## src/rtl/mem_wb_elastic_stage_if.sv

```systemverilog
// MEM/WB beat bus: upstream handshake, head beat toward WB, forwarding tap
// and stall counter, grouped for the mem_wb_elastic_stage port list.
interface mem_wb_elastic_stage_if #(
  parameter int DATA_W      = 128,
  parameter int REG_AW      = 5,
  parameter int STALL_CNT_W = 16
);
  logic                   in_valid;
  logic                   in_ready;
  logic [DATA_W-1:0]      dm_in;
  logic [DATA_W-1:0]      alu_in;
  logic [REG_AW-1:0]      rd_in;
  logic                   regwrite_in;
  logic                   memtoreg_in;
  logic                   out_valid;
  logic                   out_ready;
  logic [DATA_W-1:0]      dm_out;
  logic [DATA_W-1:0]      alu_out;
  logic [REG_AW-1:0]      rd_out;
  logic                   regwrite_out;
  logic [DATA_W-1:0]      wb_data;
  logic                   fwd_en;
  logic [REG_AW-1:0]      fwd_rd;
  logic [DATA_W-1:0]      fwd_data;
  logic [STALL_CNT_W-1:0] stall_cnt;

  modport slave (
    input  in_valid, dm_in, alu_in, rd_in,
    input  regwrite_in, memtoreg_in, out_ready,
    output in_ready, out_valid, dm_out, alu_out,
    output rd_out, regwrite_out, wb_data,
    output fwd_en, fwd_rd, fwd_data, stall_cnt
  );

  modport master (
    output in_valid, dm_in, alu_in, rd_in,
    output regwrite_in, memtoreg_in, out_ready,
    input  in_ready, out_valid, dm_out, alu_out,
    input  rd_out, regwrite_out, wb_data,
    input  fwd_en, fwd_rd, fwd_data, stall_cnt
  );
endinterface

```

## src/rtl/mem_wb_elastic_stage.sv

```systemverilog
// MEM/WB elastic stage: valid/ready, sync flush, x0 suppression, fwd tap.
// MEMWB_SKID_EN adds a skid entry so in_ready is registered.
module mem_wb_elastic_stage #(
  parameter int DATA_W      = 128,
  parameter int REG_AW      = 5,
  parameter int STALL_CNT_W = 16
) (
  input  logic clk,
  input  logic reset,
  input  logic flush,
  mem_wb_elastic_stage_if.slave bus
);
  logic                   hd_vld_q, hd_vld_d;
  logic [DATA_W-1:0]      hd_dm_q, hd_dm_d;
  logic [DATA_W-1:0]      hd_alu_q, hd_alu_d;
  logic [REG_AW-1:0]      hd_rd_q, hd_rd_d;
  logic                   hd_rw_q, hd_rw_d;
  logic                   hd_mtr_q, hd_mtr_d;
  logic [STALL_CNT_W-1:0] stall_q, stall_d;
  logic                   in_rw;
  logic                   accept;
  logic                   consume;

  assign in_rw   = bus.regwrite_in & (bus.rd_in != '0);
  assign accept  = bus.in_valid & bus.in_ready;
  assign consume = hd_vld_q & bus.out_ready;

`ifdef MEMWB_SKID_EN
  logic              sk_vld_q, sk_vld_d;
  logic [DATA_W-1:0] sk_dm_q, sk_dm_d;
  logic [DATA_W-1:0] sk_alu_q, sk_alu_d;
  logic [REG_AW-1:0] sk_rd_q, sk_rd_d;
  logic              sk_rw_q, sk_rw_d;
  logic              sk_mtr_q, sk_mtr_d;

  assign bus.in_ready = !sk_vld_q;

  always_comb begin
    hd_vld_d = hd_vld_q;
    hd_dm_d  = hd_dm_q;
    hd_alu_d = hd_alu_q;
    hd_rd_d  = hd_rd_q;
    hd_rw_d  = hd_rw_q;
    hd_mtr_d = hd_mtr_q;
    sk_vld_d = sk_vld_q;
    sk_dm_d  = sk_dm_q;
    sk_alu_d = sk_alu_q;
    sk_rd_d  = sk_rd_q;
    sk_rw_d  = sk_rw_q;
    sk_mtr_d = sk_mtr_q;
    // skid full implies in_ready=0, so a skid promote never races an accept
    if (consume & sk_vld_q) begin
      hd_vld_d = 1'b1;
      hd_dm_d  = sk_dm_q;
      hd_alu_d = sk_alu_q;
      hd_rd_d  = sk_rd_q;
      hd_rw_d  = sk_rw_q;
      hd_mtr_d = sk_mtr_q;
    end else if (accept & (!hd_vld_q | consume)) begin
      hd_vld_d = 1'b1;
      hd_dm_d  = bus.dm_in;
      hd_alu_d = bus.alu_in;
      hd_rd_d  = bus.rd_in;
      hd_rw_d  = in_rw;
      hd_mtr_d = bus.memtoreg_in;
    end else if (consume) begin
      hd_vld_d = 1'b0;
    end
    if (accept & hd_vld_q & !consume) begin
      sk_vld_d = 1'b1;
      sk_dm_d  = bus.dm_in;
      sk_alu_d = bus.alu_in;
      sk_rd_d  = bus.rd_in;
      sk_rw_d  = in_rw;
      sk_mtr_d = bus.memtoreg_in;
    end else if (consume) begin
      sk_vld_d = 1'b0;
    end
    if (flush) begin
      hd_vld_d = 1'b0;
      sk_vld_d = 1'b0;
    end
  end

  always_ff @(posedge clk or posedge reset) begin
    if (reset) begin
      sk_vld_q <= 1'b0;
      sk_dm_q  <= '0;
      sk_alu_q <= '0;
      sk_rd_q  <= '0;
      sk_rw_q  <= 1'b0;
      sk_mtr_q <= 1'b0;
    end else begin
      sk_vld_q <= sk_vld_d;
      sk_dm_q  <= sk_dm_d;
      sk_alu_q <= sk_alu_d;
      sk_rd_q  <= sk_rd_d;
      sk_rw_q  <= sk_rw_d;
      sk_mtr_q <= sk_mtr_d;
    end
  end
`else
  assign bus.in_ready = !hd_vld_q | bus.out_ready;

  always_comb begin
    hd_vld_d = hd_vld_q;
    hd_dm_d  = hd_dm_q;
    hd_alu_d = hd_alu_q;
    hd_rd_d  = hd_rd_q;
    hd_rw_d  = hd_rw_q;
    hd_mtr_d = hd_mtr_q;
    if (accept) begin
      hd_vld_d = 1'b1;
      hd_dm_d  = bus.dm_in;
      hd_alu_d = bus.alu_in;
      hd_rd_d  = bus.rd_in;
      hd_rw_d  = in_rw;
      hd_mtr_d = bus.memtoreg_in;
    end else if (consume) begin
      hd_vld_d = 1'b0;
    end
    if (flush) begin
      hd_vld_d = 1'b0;
    end
  end
`endif

  always_comb begin
    stall_d = stall_q;
    if (hd_vld_q & !bus.out_ready & (stall_q != '1)) begin
      stall_d = stall_q + STALL_CNT_W'(1);
    end
  end

  always_ff @(posedge clk or posedge reset) begin
    if (reset) begin
      hd_vld_q <= 1'b0;
      hd_dm_q  <= '0;
      hd_alu_q <= '0;
      hd_rd_q  <= '0;
      hd_rw_q  <= 1'b0;
      hd_mtr_q <= 1'b0;
      stall_q  <= '0;
    end else begin
      hd_vld_q <= hd_vld_d;
      hd_dm_q  <= hd_dm_d;
      hd_alu_q <= hd_alu_d;
      hd_rd_q  <= hd_rd_d;
      hd_rw_q  <= hd_rw_d;
      hd_mtr_q <= hd_mtr_d;
      stall_q  <= stall_d;
    end
  end

  assign bus.out_valid    = hd_vld_q;
  assign bus.dm_out       = hd_dm_q;
  assign bus.alu_out      = hd_alu_q;
  assign bus.rd_out       = hd_rd_q;
  assign bus.regwrite_out = hd_rw_q;
  assign bus.wb_data      = hd_mtr_q ? hd_dm_q : hd_alu_q;
  assign bus.fwd_en       = hd_vld_q & hd_rw_q;
  assign bus.fwd_rd       = hd_rd_q;
  assign bus.fwd_data     = bus.wb_data;
  assign bus.stall_cnt    = stall_q;
endmodule

```

## src/flat_wrapper.sv

```systemverilog
// flat-port wrapper written by rule: the top's interface ports become plain ports
module mem_wb_elastic_stage_flat 
#(
  parameter int DATA_W      = 128,
  parameter int REG_AW      = 5,
  parameter int STALL_CNT_W = 16
)
  (clk, reset, flush, bus_in_valid, bus_dm_in, bus_alu_in, bus_rd_in, bus_regwrite_in, bus_memtoreg_in, bus_out_ready, bus_in_ready, bus_out_valid, bus_dm_out, bus_alu_out, bus_rd_out, bus_regwrite_out, bus_wb_data, bus_fwd_en, bus_fwd_rd, bus_fwd_data, bus_stall_cnt);
  mem_wb_elastic_stage_if #(.DATA_W(DATA_W), .REG_AW(REG_AW), .STALL_CNT_W(STALL_CNT_W)) bus_i ();
  input  logic clk;
  input  logic reset;
  input  logic flush;
  input wire logic [$bits(bus_i.in_valid)-1:0] bus_in_valid;
  input wire logic [$bits(bus_i.dm_in)-1:0] bus_dm_in;
  input wire logic [$bits(bus_i.alu_in)-1:0] bus_alu_in;
  input wire logic [$bits(bus_i.rd_in)-1:0] bus_rd_in;
  input wire logic [$bits(bus_i.regwrite_in)-1:0] bus_regwrite_in;
  input wire logic [$bits(bus_i.memtoreg_in)-1:0] bus_memtoreg_in;
  input wire logic [$bits(bus_i.out_ready)-1:0] bus_out_ready;
  output wire logic [$bits(bus_i.in_ready)-1:0] bus_in_ready;
  output wire logic [$bits(bus_i.out_valid)-1:0] bus_out_valid;
  output wire logic [$bits(bus_i.dm_out)-1:0] bus_dm_out;
  output wire logic [$bits(bus_i.alu_out)-1:0] bus_alu_out;
  output wire logic [$bits(bus_i.rd_out)-1:0] bus_rd_out;
  output wire logic [$bits(bus_i.regwrite_out)-1:0] bus_regwrite_out;
  output wire logic [$bits(bus_i.wb_data)-1:0] bus_wb_data;
  output wire logic [$bits(bus_i.fwd_en)-1:0] bus_fwd_en;
  output wire logic [$bits(bus_i.fwd_rd)-1:0] bus_fwd_rd;
  output wire logic [$bits(bus_i.fwd_data)-1:0] bus_fwd_data;
  output wire logic [$bits(bus_i.stall_cnt)-1:0] bus_stall_cnt;
  assign bus_i.in_valid = bus_in_valid;
  assign bus_i.dm_in = bus_dm_in;
  assign bus_i.alu_in = bus_alu_in;
  assign bus_i.rd_in = bus_rd_in;
  assign bus_i.regwrite_in = bus_regwrite_in;
  assign bus_i.memtoreg_in = bus_memtoreg_in;
  assign bus_i.out_ready = bus_out_ready;
  assign bus_in_ready = bus_i.in_ready;
  assign bus_out_valid = bus_i.out_valid;
  assign bus_dm_out = bus_i.dm_out;
  assign bus_alu_out = bus_i.alu_out;
  assign bus_rd_out = bus_i.rd_out;
  assign bus_regwrite_out = bus_i.regwrite_out;
  assign bus_wb_data = bus_i.wb_data;
  assign bus_fwd_en = bus_i.fwd_en;
  assign bus_fwd_rd = bus_i.fwd_rd;
  assign bus_fwd_data = bus_i.fwd_data;
  assign bus_stall_cnt = bus_i.stall_cnt;
  mem_wb_elastic_stage #(.DATA_W(DATA_W), .REG_AW(REG_AW), .STALL_CNT_W(STALL_CNT_W)) u_core (.clk(clk), .reset(reset), .flush(flush), .bus(bus_i));
endmodule
```

## config.mk

```make
export PLATFORM = sky130hd
export DESIGN_NAME = mem_wb_elastic_stage_flat
export DESIGN_NICKNAME = d
export VERILOG_FILES = /design/src/rtl/mem_wb_elastic_stage_if.sv /design/src/rtl/mem_wb_elastic_stage.sv /design/src/flat_wrapper.sv
export SDC_FILE = /design/constraint.sdc
export NUM_CORES = 1
export LEC_CHECK = 0
export CAP_MARGIN = 20
export CORE_AREA = 2 2 318 320
export CTS_CLUSTER_SIZE = 12
export DETAILED_ROUTE_END_ITERATION = 10
export DIE_AREA = 0 0 320 322
export PLACE_DENSITY_LB_ADDON = 0.2
export SLEW_MARGIN = 5
export SYNTH_ARGS = -nofsm -noshare
export SYNTH_HDL_FRONTEND = slang
export SYNTH_SLANG_ARGS = --single-unit
```

## constraint.sdc

```tcl
create_clock -name clk -period 9.1 [get_ports clk]
set_input_delay 1.82 -clock clk [delete_from_list [all_inputs] [get_ports clk]]
set_output_delay 1.82 -clock clk [all_outputs]
set_load 0.03 [all_outputs]
```

==> key figures <==
Yosys
  – Largest cells by area after synthesis: dfrtp_1, mux2_2, buf_4, buf_2, xnor2_1
  – Syn. warnings: 0
  – Syn Inst Count: 911
  – Seq/Total Area, Yosys: 0.537
  – Area of the mapped netlist: 0.0130 mm²
  – Distinct cells, synth: 34
  – Synth Net Count: 1,180
  – Number of flops mapped to enable cells by yosys: 0
  – Register bit total from synthesis: 280
  – Top cell type by total area after synthesis: dfrtp_1
  – Ys async rst share: 1.00
  – Mean post-synth cell area: 14.3 µm²
  – Top_reg_cell synth: dfrtp_1
  – Synth top area share: 0.537

Floorplan
  – CORE AREA: 0.0996 mm²
  – Cell Rows: 116
  – Initial core utilization: 0.131
  – # IOs: 810
  – Die Footprint: 0.103 mm²
  – Horiz. Die Dim: 320 µm
  – Chip height: 322 µm

Cells and area
  – # fillers: 10,600
  – Nets@finish: 1,862
  – Final Core Density: 0.231
  – Commonest non-fill, non-tap cell in the layout: clkdlybuf4s50_1
  – Finished Layout Cells: 2,925
  – Most frequent cells in the layout: clkdlybuf4s50_1, mux2_2, dfrtp_1
  – Layout overhead on the synthesized area: 76.6%
  – Layout cell share with drive strength beyond 1: 0.290

Critical path
  – CP Data Required Time: 7280 ps
  – Worst Setup End Kind: primary output
  – Crit-path slowest cell: clkdlybuf4s50_1
  – Crit. Startpoint: bus_out_ready
  – R2R cell count: 5
  – FF-to-FF End: u_core.bus.alu_out[56]$_DFFE_PP0P_
  – Critical path launch point type: input pin
  – Register-to-register setup slack: 6730 ps
  – Worst path most repeated cell: clkdlybuf4s50_1
  – Largest stage delay, worst path: 730 ps
  – Worst path cell trace: clkdlybuf4s50_1, and2b_2, inv_1, clkdlybuf4s50_1
  – Crit path max-delay family: buffers and inverters
  – Buf/Inv on CP: 3
  – Crit-path max FO: 5
  – Crit Path Class: input pin to primary output
  – FF-to-FF Start: u_core.bus.out_valid$_DFFE_PP0P_
  – Crit path DAT: 3460 ps

Placed design
  – Placed insts: 2,849
  – Buffers added on ports: 809
  – HPWL after detailed placement: 40.7 mm
  – GPL Wtd Cong: 0.784

STA
  – Clk_skew: 20.7 ps
  – Worst-Margin Slew: 980 ps
  – TNS Setup: 0 ps
  – Final hold violations: 0
  – Unrepaired setup endpoints after global routing: no
  – Setup violators final: 0
  – Max Slew Vio Count: 0
  – Max transition margin: 0.347
  – Final worst path period need: 5280 ps
  – Final period util: 0.581
  – Fmax: 189 MHz

CTS
  – Post-CTS setup buffer count: 0
  – PostCTS Resize Cnt: 0
  – CTS clk-pin slew, worst paths: 60 ps
  – Sink Count: 280
  – Htree depth: 2
  – Clock Path Buffers: 3
  – Worst-skew pair later-pin latency: 580 ps
  – Number of CTS-inserted buffers: 40
  – CTS Hold Bufs: 0
  – CTS tree: done
  – Root Buffer Master: clkbuf_16

Min path
  – Min-delay worst type: flop to flop
  – Worst Hold Path EP: u_core.bus.stall_cnt[10]$_DFFE_PP0P_
  – Hold path depth: 1
  – Hold_sp: u_core.bus.stall_cnt[10]$_DFFE_PP0P_

Routing
  – Detailed Route Iter0 Violations: 242
  – Final ANT Viol Nets: 0
  – DR DRC count: 0
  – DR vias: 9,799
  – Via/cell ratio: 3.35
  – First-pass detailed-route iteration total: 4
  – Total wire length: 53.5 mm
  – Routed length per instance: 18.3 µm

Power and ir drop
  – Maximum vdd drop: 0.0000912 V
  – Pwr Density: 231 mW/mm²
  – Final Power: 5.33 mW
  – Leak Pwr: 8.90 nW

GRT
  – Initial antenna violation count: 3
  – GRT overflow: 0
  – Pin count of the biggest net entering global routing: 157
  – Vias in the first global route: 10,600
  – All-Layer GR Usage: 0.0982
  – First-pass GRT wire length: 74.9 mm

Status
  – Outcome: completed

Flow run
  – # Max-Cap Violations: 0
[metal layers]
metal | vias to the layer above | wire length [µm] | track usage
met5 | - | 0 | 0
met3 | 51 | 3630 | 0.0290
li1 | 4437 | - | -
met4 | 0 | 1090 | 0.0336
met2 | 403 | 29400 | 0.183
met1 | 4908 | 19400 | 0.104
[cells in the mapped netlist (all sizes together) (3+ instances only)]
library cell	n
mux2	391
dfrtp	280
buf	162
clkbuf	15
nand2	7
xnor2	7
nand4	6
nand3	5
nor2	5
xor2	5
a21oi	3
and2	3
inv	3
o21ai	3
[where the power goes]
group	total [mW]	internal, mW	switching, mW
Sequential	1.56	1.40	0.156
Combinational	2.14	0.964	1.18
Clock	1.63	1.01	0.617
[state kept, by name, summed over array words and instances, names as in the netlist]
signal,count
u_core.bus.stall_cnt,16
u_core.bus.dm_out,128
u_core.bus.out_valid,1
u_core.bus.regwrite_out,1
u_core.hd_mtr_q,1
u_core.bus.alu_out,128
u_core.bus.fwd_rd,5
[layout make-up]
type	count	area (µm²)	share of cell area
clock buffer	56	1130	0.0492
inverter	3	15.0	0.000652
clock inverter	17	218	0.00945
sequential	280	7010	0.304
timing repair buffer	817	8200	0.356
tap	1298	1620	0.0705
multi-input combinational	451	4830	0.210
antenna	3	7.51	0.000326
[cells by family after synthesis]
logic type	count (synthesis)	synth area share
buffers and inverters	180	0.0932
DFF	280	0.537
AOI/OAI and AO/OA	10	0.00576
xor gates and xnor gates	12	0.00806
and+or+nand+nor	37	0.0171
muxes	391	0.338
adders and majority gates	1	0.000959
[worst max-delay path by stage]
stage / endpoint / slack [ps] / cells after the start
floorplan: u_core.bus.alu_out[0]$_DFFE_PP0P_ / 3570 / 1
global placement: bus_in_ready / 3790 / 4
detailed placement: bus_in_ready / 3800 / 4
CTS: bus_wb_data[59] / 3680 / 4
global route: bus_wb_data[59] / 3650 / 4
finish: bus_in_ready / 3820 / 4
[per-stage QoR]
| stage | setup slack (ps) | hold slack, ps | instance area (µm²) |
|---|---|---|---|
| 2_1_floorplan | 3570 | 661 | 13000 |
| 3_5_place_dp | 3800 | 509 | 21700 |
| 3_3_place_gp | 3790 | 508 | 21700 |
| 6_report | 3820 | 519 | 23000 |
| 4_1_cts | 3680 | 520 | 23000 |
| 5_1_grt | 3650 | 543 | 23000 |
(Power assumes the default switching activity.)
